## src/rtl/sram_arbiter_pkg.sv

```systemverilog
// Shared definitions for the SRAM arbiter slice.
// Holds the default address/data widths, the width of the fetch starvation
// counter and the encoding of the response-owner register, so the top level
// and the priority sub-module agree on them.
package sram_arbiter_pkg;

    localparam int DEF_ADDR_W   = 32;
    localparam int DEF_DATA_W   = 32;
    localparam int STARVE_CNT_W = 4;

    typedef enum logic [1:0] {
        OWN_NONE = 2'd0,
        OWN_IF   = 2'd1,
        OWN_MEM  = 2'd2
    } own_e;

endpackage

```

## src/rtl/sram_arb_prio.sv

```systemverilog
// Grant priority between the fetch stage and the memory stage.
// The memory stage wins by default; once it has been granted MAX_STARVE
// times in a row while fetch was waiting, the next cycle with a fetch request
// goes to fetch regardless.
// Ports:
//   clk_i, reset_i     clock and synchronous active-high reset
//   ifReq_i, memReq_i  raw requests from fetch and memory stage
//   selIf_o, selMem_o  combinational one-hot (or zero) selection
module sram_arb_prio
    import sram_arbiter_pkg::*;
#(
    parameter int MAX_STARVE = 4
) (
    input  logic clk_i,
    input  logic reset_i,
    input  logic ifReq_i,
    input  logic memReq_i,
    output logic selIf_o,
    output logic selMem_o
);

    localparam logic [STARVE_CNT_W-1:0] MAX_CNT = STARVE_CNT_W'(MAX_STARVE);
    localparam logic [STARVE_CNT_W-1:0] CNT_ONE = STARVE_CNT_W'(1);

    logic [STARVE_CNT_W-1:0] starveCnt_q, starveCnt_d;
    logic                    forceIf;

    // Selection is masked by reset so nothing reaches the SRAM while the
    // pipeline is being reset, even if requests are still asserted.
    always_comb begin
        forceIf  = ifReq_i && (starveCnt_q == MAX_CNT);
        selMem_o = !reset_i && memReq_i && !forceIf;
        selIf_o  = !reset_i && ifReq_i && !selMem_o;
    end

    // The counter only tracks an unbroken run of memory grants that made
    // fetch wait; any fetch grant or a cycle without a fetch request ends
    // the run. It saturates at the threshold instead of wrapping.
    always_comb begin
        starveCnt_d = starveCnt_q;
        if (selIf_o || !ifReq_i) begin
            starveCnt_d = '0;
        end else if (selMem_o && (starveCnt_q != MAX_CNT)) begin
            starveCnt_d = starveCnt_q + CNT_ONE;
        end
    end

    always_ff @(posedge clk_i) begin
        if (reset_i) begin
            starveCnt_q <= '0;
        end else begin
            starveCnt_q <= starveCnt_d;
        end
    end

endmodule

```

## src/rtl/sram_arbiter.sv

```systemverilog
// Shares one single-port synchronous SRAM (1-cycle read latency) between the
// fetch stage (read-only) and the memory stage (read/write with byte enables).
// At most one access is granted per cycle; each read response is routed back
// to its owner one cycle after the grant. A pipeline cancel suppresses an
// in-flight fetch response.
// Ports:
//   clk, reset                          clock, synchronous active-high reset
//   cancel                              pipeline flush, kills fetch response
//   if_req/if_addr/if_gnt               fetch request channel
//   if_rvalid/if_rdata                  fetch response
//   mem_req/mem_addr/mem_wen/mem_wdata  memory-stage request channel
//   mem_gnt                             memory-stage accept
//   mem_rvalid/mem_rdata                memory-stage read response
//   sram_en/sram_wen/sram_addr/sram_wdata/sram_rdata  SRAM macro port
module sram_arbiter
    import sram_arbiter_pkg::*;
#(
    parameter int ADDR_W     = DEF_ADDR_W,
    parameter int DATA_W     = DEF_DATA_W,
    parameter int MAX_STARVE = 4
) (
    input  logic                clk,
    input  logic                reset,
    input  logic                cancel,
    input  logic                if_req,
    input  logic [ADDR_W-1:0]   if_addr,
    output logic                if_gnt,
    output logic                if_rvalid,
    output logic [DATA_W-1:0]   if_rdata,
    input  logic                mem_req,
    input  logic [ADDR_W-1:0]   mem_addr,
    input  logic [DATA_W/8-1:0] mem_wen,
    input  logic [DATA_W-1:0]   mem_wdata,
    output logic                mem_gnt,
    output logic                mem_rvalid,
    output logic [DATA_W-1:0]   mem_rdata,
    output logic                sram_en,
    output logic [DATA_W/8-1:0] sram_wen,
    output logic [ADDR_W-1:0]   sram_addr,
    output logic [DATA_W-1:0]   sram_wdata,
    input  logic [DATA_W-1:0]   sram_rdata
);

    logic selIf, selMem;
    own_e respOwn_q, respOwn_d;
    logic killIf_q;

    sram_arb_prio #(
        .MAX_STARVE (MAX_STARVE)
    ) u_prio (
        .clk_i    (clk),
        .reset_i  (reset),
        .ifReq_i  (if_req),
        .memReq_i (mem_req),
        .selIf_o  (selIf),
        .selMem_o (selMem)
    );

    // SRAM port mux: only a memory-stage grant may write, and an idle port
    // drives zeros so the macro inputs never carry stale request data.
    always_comb begin
        sram_en    = selIf || selMem;
        sram_wen   = '0;
        sram_addr  = '0;
        sram_wdata = '0;
        if (selMem) begin
            sram_wen   = mem_wen;
            sram_addr  = mem_addr;
            sram_wdata = mem_wdata;
        end else if (selIf) begin
            sram_addr  = if_addr;
        end
        if_gnt  = selIf;
        mem_gnt = selMem;
    end

    // Writes produce no response, so only reads record an owner for the
    // data the SRAM returns next cycle.
    always_comb begin
        respOwn_d = OWN_NONE;
        if (selIf) begin
            respOwn_d = OWN_IF;
        end else if (selMem && (mem_wen == '0)) begin
            respOwn_d = OWN_MEM;
        end
    end

    // Owner and kill flag move with the SRAM pipeline stage; reset drops any
    // response that was in flight.
    always_ff @(posedge clk) begin
        if (reset) begin
            respOwn_q <= OWN_NONE;
            killIf_q  <= 1'b0;
        end else begin
            respOwn_q <= respOwn_d;
            killIf_q  <= cancel && selIf;
        end
    end

    // A cancel in the response cycle still masks the fetch response, and
    // reset masks both so a read granted just before reset never shows up.
    always_comb begin
        if_rvalid  = (respOwn_q == OWN_IF) && !killIf_q && !cancel && !reset;
        mem_rvalid = (respOwn_q == OWN_MEM) && !reset;
        if_rdata   = sram_rdata;
        mem_rdata  = sram_rdata;
    end

endmodule

```

## config.mk

```make
export PLATFORM = sky130hd
export DESIGN_NAME = sram_arbiter
export DESIGN_NICKNAME = d
export VERILOG_FILES = /design/src/rtl/sram_arbiter_pkg.sv /design/src/rtl/sram_arb_prio.sv /design/src/rtl/sram_arbiter.sv
export SDC_FILE = /design/constraint.sdc
export NUM_CORES = 1
export LEC_CHECK = 0
export CORE_AREA = 10 10 98 100
export DETAILED_ROUTE_END_ITERATION = 10
export DIE_AREA = 0 0 108 110
export GPL_TIMING_DRIVEN = 1
export PLACE_DENSITY = 0.77
export SYNTH_ARGS = -nofsm -noshare
export SYNTH_HDL_FRONTEND = slang
export SYNTH_SLANG_ARGS = --single-unit
```

## constraint.sdc

```tcl
create_clock -name clk -period 2.4 [get_ports clk]
set_input_delay 0.36 -clock clk [delete_from_list [all_inputs] [get_ports clk]]
set_output_delay 0.36 -clock clk [all_outputs]
set_load 0.05 [all_outputs]
```

## After elaboration in Yosys (flattened, before gate mapping)

Cells that the tools add are included.

| word-level totals | value |
|---|---|
| flip-flop bits (word level) | 7 |
| bits of input ports | 137 |
| output and inout port bits | 137 |
| word-level logic and storage cells | 38 |

| cells by class | value |
|---|---|
| add/sub/neg operators | 1 |
| eq/ne operators | 4 |
| multiplexer cells | 6 |
| reduce and logical (&&, ||, !) cells | 23 |

Operators by type and width:

| cell | count |
|---|---|
| $mux W32 | 3 |
| $logic_and A1 B1 Y1 | 12 |
| $logic_not A1 Y1 | 6 |
| $add A4 B1 Y4 const B | 1 |
| $eq A4 B3 Y1 const B | 1 |
| $logic_not A4 Y1 | 1 |
| $mux W4 | 1 |
| $ne A4 B3 Y1 const B | 1 |
| $reduce_or A2 Y1 | 2 |
| $eq A2 B1 Y1 const B | 1 |
| $eq A2 B2 Y1 const B | 1 |
| $logic_or A1 B1 Y1 | 2 |
| $mux W2 | 1 |
| $mux W1 | 1 |

## Depth between registers and ports, before layout

Gate-level depths: netlist of run 1.

| logic depth | value |
|---|---|
| word-level depth | 8 |
| gate-level depth with buffers | 7 |
| gate-level depth less buffers | 5 |

## By module

A second synthesis of run 1 with hierarchy kept.

| unflattened totals | value |
|---|---|
| cells, all modules | 179 |
| area total of the unflattened synthesis | 1423.9 um2 |

Modules (own cells, without submodules):

| module | instances | cells an instance | area an instance (um2) |
|---|---|---|---|
| sram_arbiter | 1 | 157 | 1196.1 |
| sram_arb_prio | 1 | 22 | 227.7 |

## Least setup slack after synthesis of run 1

Ideal clock, no wire load.

| path | value |
|---|---|
| path kind | input-to-output |
| start | in reset |
| end | out if_rvalid |
| data arrival time | 1915 ps |
| data required time | 2040 ps |
| slack | 125 ps |
| stages on the path | 1 |
| path through | nor4_1 |

| on the way | value |
|---|---|
| cells in the longest elaborated chain, start to end | 2 |

RTL lines:

| item | line | RTL |
|---|---|---|
| from (decl) | sram_arbiter.sv:23 | `input logic reset,` |
| $logic_not A1 Y1 | sram_arbiter.sv:103 | `if_rvalid = (respOwn_q == OWN_IF) && !killIf_q && !cancel && !reset;` |
| $logic_and A1 B1 Y1 | sram_arbiter.sv:103 |  |
| to (decl) | sram_arbiter.sv:28 | `output logic if_rvalid,` |

Every way passes these cells.

## Worst setup path after layout of run 1

| path | value |
|---|---|
| start | reg u_prio.starveCnt_q[0] |
| end | out sram_addr[6] |

| on the way | value |
|---|---|
| cells in the longest elaborated chain, start to end | 8 |

RTL lines:

| item | line | RTL |
|---|---|---|
| from (decl) | sram_arb_prio.sv:25 | `logic [STARVE_CNT_W-1:0] starveCnt_q, starveCnt_d;` |
| from (signal assigned) | sram_arb_prio.sv:52 | `starveCnt_q <= starveCnt_d;` |
| $eq A4 B3 Y1 * | sram_arb_prio.sv:31 | `forceIf = ifReq_i && (starveCnt_q == MAX_CNT);` |
| $logic_and A1 B1 Y1 * | sram_arb_prio.sv:31 |  |
| $logic_not A1 Y1 * | sram_arb_prio.sv:32 | `selMem_o = !reset_i && memReq_i && !forceIf;` |
| $logic_and A1 B1 Y1 * | sram_arb_prio.sv:32 |  |
| $logic_not A1 Y1 | sram_arb_prio.sv:33 | `selIf_o = !reset_i && ifReq_i && !selMem_o;` |
| $logic_and A1 B1 Y1 | sram_arb_prio.sv:33 |  |
| $mux W32 | sram_arbiter.sv:70 | `end else if (selIf) begin` |
| $mux W32 * | sram_arbiter.sv:66 | `if (selMem) begin` |
| to (decl) | sram_arbiter.sv:39 | `output logic [ADDR_W-1:0] sram_addr,` |

Mark *: on every way between the ends. The rest lies on a longest branch, timed or not.

==> summary.md, run 1 <==
The run finished with clean final reports. Kind of critical path: reg2out. The aggregate global routing overflow is 0. The number of max-slew violations in the final report is 0. The logs give 0.23 ns for the clock insertion delay at the later pin of the skew report and 1 for the number of levels in the clock H-tree. Summing internal, switching and leakage power gives 1050 uW. On the final layout, the worst clock skew is 0.002303 ns. The maximum vdd drop is 0.0001197 V. The hold-critical path depth was 1; the final HPWL from detailed placement was 7008 um.

The growth of design area from synthesis to finish was 157.1%. The length in cells of the worst reg-to-reg path was 6. Setup repair after global routing left no endpoint under its margin. The tools report the global-route track usage on met3 as 5.514%. The overall fraction of global-route tracks in use is 11.78%, and the synthesized area is 0.001388 mm^2. The total nets after synthesis is 317. The path type of the worst min-delay path is reg2reg. Maximum number of pins on one net before global-route repair: 41. The count of nets left with antenna violations once routing finished came out at 0.

Summing all multi-input logic gate instances after layout gives 678.2 um^2. Data arrives at the worst endpoint at 1.88 ns. Hold repair after CTS inserted 0 buffers.

The post-synthesis average cell area was 7.795 um^2; the count of routing violations after the opening detailed-route iteration was 22. The slowest stage of the critical path belongs to the cell sky130_fd_sc_hd__dfxtp_1. STA classifies the critical path endpoint as a primary output. Of the cells placed in the final design, the portion with a size suffix greater than 1 is 28.47%.

Number of nets in the finished design: 428. Once the clock tree was built, the setup fixing pass inserted 0 buffers. Number of cells after detailed placement: 386. Traced cell by cell, the critical path runs through inv_1 > ha_1 > and3b_4 > o211a_1 > buf_12 > a22o_1 > buf_12.

In this run the tool buffered the top-level ports with 177 buffer cells. The global routing's busiest layer is met2. The via count of the first global-routing pass is 1803, and the vertical die dimension is 110 um.

In this run, synthesis produced a sequential element count of 7. Measured along the x axis, the die boundary spans 108 um. The number of failing hold endpoints at the final stage was 0; the count of warnings emitted by yosys was 0. The actual transition at the worst max-transition pin is 0.4748 ns, and the final standard cell utilization of the core is 46.65%.

For this design the static power due to leakage is 0.001443 uW. The count of cell types in the netlist was 22. The maximum net fanout on the critical path is 34, and the number of rows created at floorplan is 32. The cell count after synthesis came out at 178. The run gives 0 as the initial antenna violation count. The first global-routing pass estimated 10910 um of wire.

Clock tree synthesis selected as its root buffer the cell sky130_fd_sc_hd__clkbuf_8. In the final routed layout, each cell accounts on average for 20.13 um. The count of max-cap constraint violations is 0. The repair_antennas step left the layout with diodes totalling 0.

The total power divided by cell area is 294.5 mW/mm^2. The finished layout holds 390 standard cells, fillers aside. The routed layout has 1629 vias. Measured against its own limit, the worst slew margin works out to 68.05%.

After filler insertion, the fill cell instance count of the layout stands at 674. The detailed-route vias per instance is 4.177, and the minimum period implied by the final worst setup slack is 2.242 ns. Gates resized during post-CTS repair numbered 0. The data required time at the worst endpoint was 2.04 ns. The logs give 7850 um for the total length of routed wires and 274 for the number of top-level design ports.

The most used cell along the critical path is sky130_fd_sc_hd__buf_12. Clock tree synthesis found a total of 7 sinks. The logs give 20.30% for the met2 usage in global routing and 0.8131 for the final estimated routing congestion in global placement. TritonCTS built the clock tree. The number of detailed-routing iterations run before antenna repair came out at 4. For this run, the register share of the synthesized area comes to 10.10%.

In this run the deepest clock path goes through 2 buffers. For this run, design rule violations remaining after detail routing come to 0. The final sum of negative setup slack is 0 ns. The final worst-path cycle share is 93.42%. The initial utilization of the core area, before any placement, comes to 18.14%.

Counting the buffers created by CTS gives 3. The tools report the number of endpoints failing setup at the final stage as 0. Summing all flip-flop and latch instances after layout gives 140.1 um^2. The core region is 0.007647 mm^2. The delay of the slowest cell on the worst path was 0.36 ns. Timing would allow up to 446.0 MHz.

STA classifies the critical path startpoint as a register. For the global-route track usage on met1, the log shows 12.18%. The die covers 0.01188 mm^2.

After clock tree synthesis, the clock-pin slew on the worst setup and hold paths is 0.04 ns.
==> worst max-delay path, delay by kind of cell, from the launching register on <==
| family | cells | cell delay [ns] |
|---|---|---|
| AND/OR/NAND/NOR | 1 | 0.21 |
| buffers and inverters | 3 | 0.40 |
| AO/OA/AOI/OAI | 2 | 0.48 |
| adder cells (fa/ha/maj) | 1 | 0.19 |
| flip-flops | 1 | 0.36 |
==> routing by layer <==
layer  vias up  part of all wire, %
li1        755                    -
met1       707                   34
met2       140                   50
met3        27                   12
met4         0                  3.4
met5         -                    0
==> cells in the mapped netlist <==
cell type	count	area share, %
sky130_fd_sc_hd__buf_4	64	35
sky130_fd_sc_hd__and2_1	37	17
sky130_fd_sc_hd__a22o_1	32	20
sky130_fd_sc_hd__dfxtp_1	7	10
sky130_fd_sc_hd__nor2_1	6	1.6
sky130_fd_sc_hd__inv_1	5	1.4
sky130_fd_sc_hd__buf_2	4	1.4
sky130_fd_sc_hd__buf_6	4	3.2
sky130_fd_sc_hd__clkbuf_1	2	0.54
sky130_fd_sc_hd__ha_1	2	1.8
sky130_fd_sc_hd__nand2b_1	2	0.90
sky130_fd_sc_hd__nor4_1	2	0.90
sky130_fd_sc_hd__o211a_1	2	1.4
sky130_fd_sc_hd__a21oi_2	1	0.63
sky130_fd_sc_hd__and3_1	1	0.45
sky130_fd_sc_hd__and3b_4	1	0.90
sky130_fd_sc_hd__clkbuf_2	1	0.36
sky130_fd_sc_hd__nand3_1	1	0.36
sky130_fd_sc_hd__nor3b_1	1	0.54
sky130_fd_sc_hd__or3b_1	1	0.63
sky130_fd_sc_hd__xnor2_1	1	0.63
sky130_fd_sc_hd__xor2_1	1	0.63
==> cells in the final DEF (no fill, tap or decap) <==
cell,count
sky130_fd_sc_hd__nor2_1,6
sky130_fd_sc_hd__nand3_1,1
sky130_fd_sc_hd__inv_1,5
sky130_fd_sc_hd__ha_1,2
sky130_fd_sc_hd__clkbuf_1,1
sky130_fd_sc_hd__xnor2_1,1
sky130_fd_sc_hd__and3_1,1
sky130_fd_sc_hd__a22o_1,32
sky130_fd_sc_hd__clkdlybuf4s50_1,104
sky130_fd_sc_hd__dfxtp_1,7
sky130_fd_sc_hd__clkbuf_8,3
sky130_fd_sc_hd__nor3b_1,1
sky130_fd_sc_hd__or3b_1,1
sky130_fd_sc_hd__buf_12,75
sky130_fd_sc_hd__nand2b_1,2
sky130_fd_sc_hd__o211a_1,2
sky130_fd_sc_hd__nor4_1,2
sky130_fd_sc_hd__buf_4,2
sky130_fd_sc_hd__and2_1,37
sky130_fd_sc_hd__xor2_1,1
sky130_fd_sc_hd__and3b_4,1
sky130_fd_sc_hd__a21oi_4,1
==> cell families (layout without fill, tap and decap cells) <==
family,after synthesis,after routing,share of synthesized area [%]
buffers and inverters,80,190,41.57
adders and majority gates,2,2,1.803
and+or+nand+nor,52,52,22.99
AOI/OAI and AO/OA,35,35,22.27
xor gates and xnor gates,2,2,1.263
DFF,7,7,10.10
==> power breakdown <==
part / total, uW / internal, uW / leakage [uW] / switching (uW)
logic: 766 / 415 / 0.00136 / 351
clock network: 164 / 115 / 0.0000228 / 49.2
registers: 120 / 119 / 0.0000568 / 1.32
==> stage by stage <==
step | hold WS [ns] | setup WS, ns | cell area [um^2]
6_report | 0.4724 | 0.1580 | 3567
3_3_place_gp | 0.4388 | 0.2337 | 3522
4_1_cts | 0.4827 | 0.1500 | 3567
5_1_grt | 0.5124 | 0.04003 | 3567
3_5_place_dp | 0.4736 | 0.2105 | 3522
2_1_floorplan | 0.4297 | 0.1252 | 1388
==> final timing paths <==
check                              from               endpoint  slack [ns]
setup reg to reg  u_prio.starveCnt_q[0]               killIf_q        0.89
hold / removal    u_prio.starveCnt_q[0]  u_prio.starveCnt_q[0]        0.47
setup / recovery  u_prio.starveCnt_q[0]           sram_addr[6]        0.16
hold reg to reg   u_prio.starveCnt_q[0]  u_prio.starveCnt_q[0]        0.47
==> state kept, by name (all words and copies together) (netlist names) <==
register,cells
killIf_q,1
u_prio.starveCnt_q,4
respOwn_q,2
==> final cells by class <==
type / count / share of cell area (%)
multi-input cells: 91 / 19.01
inverters: 5 / 0.5261
well taps: 102 / 3.578
clock buffers: 4 / 1.263
repair buffers: 181 / 71.69
flip-flops and latches: 7 / 3.928
Power figures use the tool's default switching activity.
==> run 2: changes to the inputs <==
--- a/config.mk
+++ b/config.mk
@@ -9,7 +9,7 @@
 export DETAILED_ROUTE_END_ITERATION = 10
 export DIE_AREA = 0 0 108 110
 export GPL_TIMING_DRIVEN = 1
-export PLACE_DENSITY = 0.77
+export PLACE_DENSITY = 0.84
 export SYNTH_ARGS = -nofsm -noshare
 export SYNTH_HDL_FRONTEND = slang
 export SYNTH_SLANG_ARGS = --single-unit
==> summary.md, run 2 (same netlist as run 1, synthesis figures left out) <==
The register with the most flip-flops in the layout has 4 of them. The logs give 0.1772 ns for the post-route worst setup slack and 32 for the number of rows created at floorplan. Following the worst setup path forward leads to its endpoint at sram_addr[11]. Entering global routing, the biggest net connects 43 pins. Routability-driven placement finished with a final weighted congestion of 0.8259. Before CTS, the worst setup slack after placement is 0.2195 ns. The die covers 0.01188 mm^2. The number of cells after detailed placement is 386, and the via count of the first global-routing pass is 1814. The worst path needs 2.223 ns of the cycle, external delays included. For this run, the total global-route usage over all layers was measured as 11.76%. The via count of the routed design was 1623.

The final HPWL from detailed placement was 6876 um; the total clock buffers created by CTS was 3. The clock passes through at most 2 buffers. The total power after layout was 1046 uW; the initial antenna violation count was 0.

The register with the most flip-flops in the final layout is u_prio.starveCnt_q. Final sum of negative setup slack: 0 ns. STA puts the critical path data required time at 2.04 ns. The maximum net fanout on the critical path was 34. Global routing finished with a remaining overflow of 0. The library cell used most frequently in the layout, excluding fill and tap cells, is sky130_fd_sc_hd__clkdlybuf4s50_1. Clock-pin slew was measured on the worst setup and hold paths at 0.04 ns.

The tightest min-delay check is of the reg2reg type. The worst register-to-register path ends at killIf_q. Clock tree synthesis selected as its root buffer the cell sky130_fd_sc_hd__clkbuf_8.

The clock net in this run drives a total of 7 sinks. From synthesis to final layout, the design area changed by 156.2%. Setup repair after global routing left no endpoint under its margin. With fillers left out, the area of the finished cells amounts to 0.003555 mm^2. The die is 108 um wide.

The first routing iteration left 41 violations. The total power divided by cell area is 294.2 mW/mm^2. Summed over all cells, the static leakage comes to 0.001440 uW.

The number of detailed-routing iterations run before antenna repair was 4. Once layout is complete, the cells apart from fillers number 390. The tools report the worst flop-to-flop path startpoint as u_prio.starveCnt_q[0]. The maximum clock skew at final layout was 0.003783 ns; the number of nets with antenna violations after routing was 0. In the routed design, unresolved DRC markers number 0. After detailed routing, the average wire length per cell comes to 19.83 um.

In the layout the commonest cells are sky130_fd_sc_hd__clkdlybuf4s50_1, sky130_fd_sc_hd__buf_12, sky130_fd_sc_hd__and2_1, sky130_fd_sc_hd__a22o_1, sky130_fd_sc_hd__dfxtp_1. The worst setup path is of the reg2out kind. TritonCTS built the clock tree.

Setup violations remaining at the end of the flow were counted as 0. The number of antenna diodes in the final layout is 0. 274 I/O pins were placed. The number of I/O port buffers is 177. The number of instances resized during post-cts repair was 0. The effective utilization at floorplan was 18.14%; the maximum vdd drop was 0.0001487 V. The number of max-slew violations in the final report came out at 0. The total length of routed wires was 7733 um. In the final layout, the registers with the most flip-flops are u_prio.starveCnt_q: 4 flops, respOwn_q: 2 flops, killIf_q: 1 flops. STA classifies the critical path endpoint as a primary output.

The core footprint is 0.007647 mm^2. The worst setup path is launched from a register. The run gives 0 as the number of hold buffers added after CTS.

Derived from the worst setup path, the maximum achievable clock frequency is 449.9 MHz. The first global-routing pass estimated 10970 um of wire. At the later pin of the worst-skew pair, clock insertion delay measures 0.22 ns. The run finished with clean final reports. The proportion of layout cells with a drive suffix above 1 came out at 28.47%. In this run the cell area measured after placement is 0.003510 mm^2. The vertical die dimension works out to 110 um.

The number of failing hold endpoints at the final stage was 0; the number of nets in the finished design was 428. The layout has 686 filler cells. At the pin with the least slew margin, the transition time is 0.4890 ns. The final worst-path cycle share is 92.62%, and the count of max-cap constraint violations is 0.

The detailed-route vias per instance came out at 4.162. The logs give 1 for the number of levels in the clock H-tree and 0.91 ns for the slack of the worst reg-to-reg path. The remaining max-slew budget at the tightest pin is 67.10%. In this run the worst setup path begins at u_prio.starveCnt_q[0]. The number of cells on the worst reg-to-reg path is 6.

For the worst setup path, the data arrival time is 1.86 ns. The number of setup buffers added after CTS is 0.
run 2: how the worst min path moves through the flow:
stage	end	from	slack, ns	cells past startpoint
floorplan	u_prio.starveCnt_q[0]	u_prio.starveCnt_q[0]	0.43	1
global placement	u_prio.starveCnt_q[0]	u_prio.starveCnt_q[0]	0.44	1
detailed placement	u_prio.starveCnt_q[0]	u_prio.starveCnt_q[0]	0.45	1
CTS	u_prio.starveCnt_q[0]	u_prio.starveCnt_q[0]	0.46	1
global route	u_prio.starveCnt_q[0]	u_prio.starveCnt_q[0]	0.50	1
finish	u_prio.starveCnt_q[0]	u_prio.starveCnt_q[0]	0.46	1
run 2: power breakdown:
part	leakage, uW	switching (uW)	total (uW)	internal (uW)
Combinational	0.00136	349	761	413
Clock	0.0000228	49.3	164	115
Sequential	0.0000568	1.47	120	119
run 2: routing by layer:
metal / GRT usage (%) / wire, um
met1: 11.91 / 2542
met4: 4.389 / 185
met5: 0 / 0
met2: 20.22 / 3910
met3: 6.210 / 1096
run 2: per-stage QoR:
stage               hold slack (ns)  utilization [%]
floorplan                    0.4297                -
detailed placement           0.4524            45.89
CTS                          0.4611            46.48
global placement             0.4390            45.89
global route                 0.5029            46.48
finish                       0.4574            46.48
run 2: cell type report:
| cell class | instances | area (um^2) | area share [%] |
|---|---|---|---|
| sequential | 7 | 140.1 | 3.942 |
| timing repair buffer | 181 | 2545 | 71.59 |
| multi-input combinational | 91 | 678.2 | 19.08 |
| tap | 102 | 127.6 | 3.590 |
| clock buffer | 4 | 45.04 | 1.267 |
| inverter | 5 | 18.77 | 0.5280 |
run 2: worst max-delay path, stage by stage (launching register included):
cell,delay (ns)
sky130_fd_sc_hd__dfxtp_1,0.36
sky130_fd_sc_hd__inv_1,0.06
sky130_fd_sc_hd__ha_1,0.19
sky130_fd_sc_hd__and3b_4,0.21
sky130_fd_sc_hd__o211a_1,0.24
sky130_fd_sc_hd__buf_12,0.17
sky130_fd_sc_hd__a22o_1,0.24
sky130_fd_sc_hd__buf_12,0.16
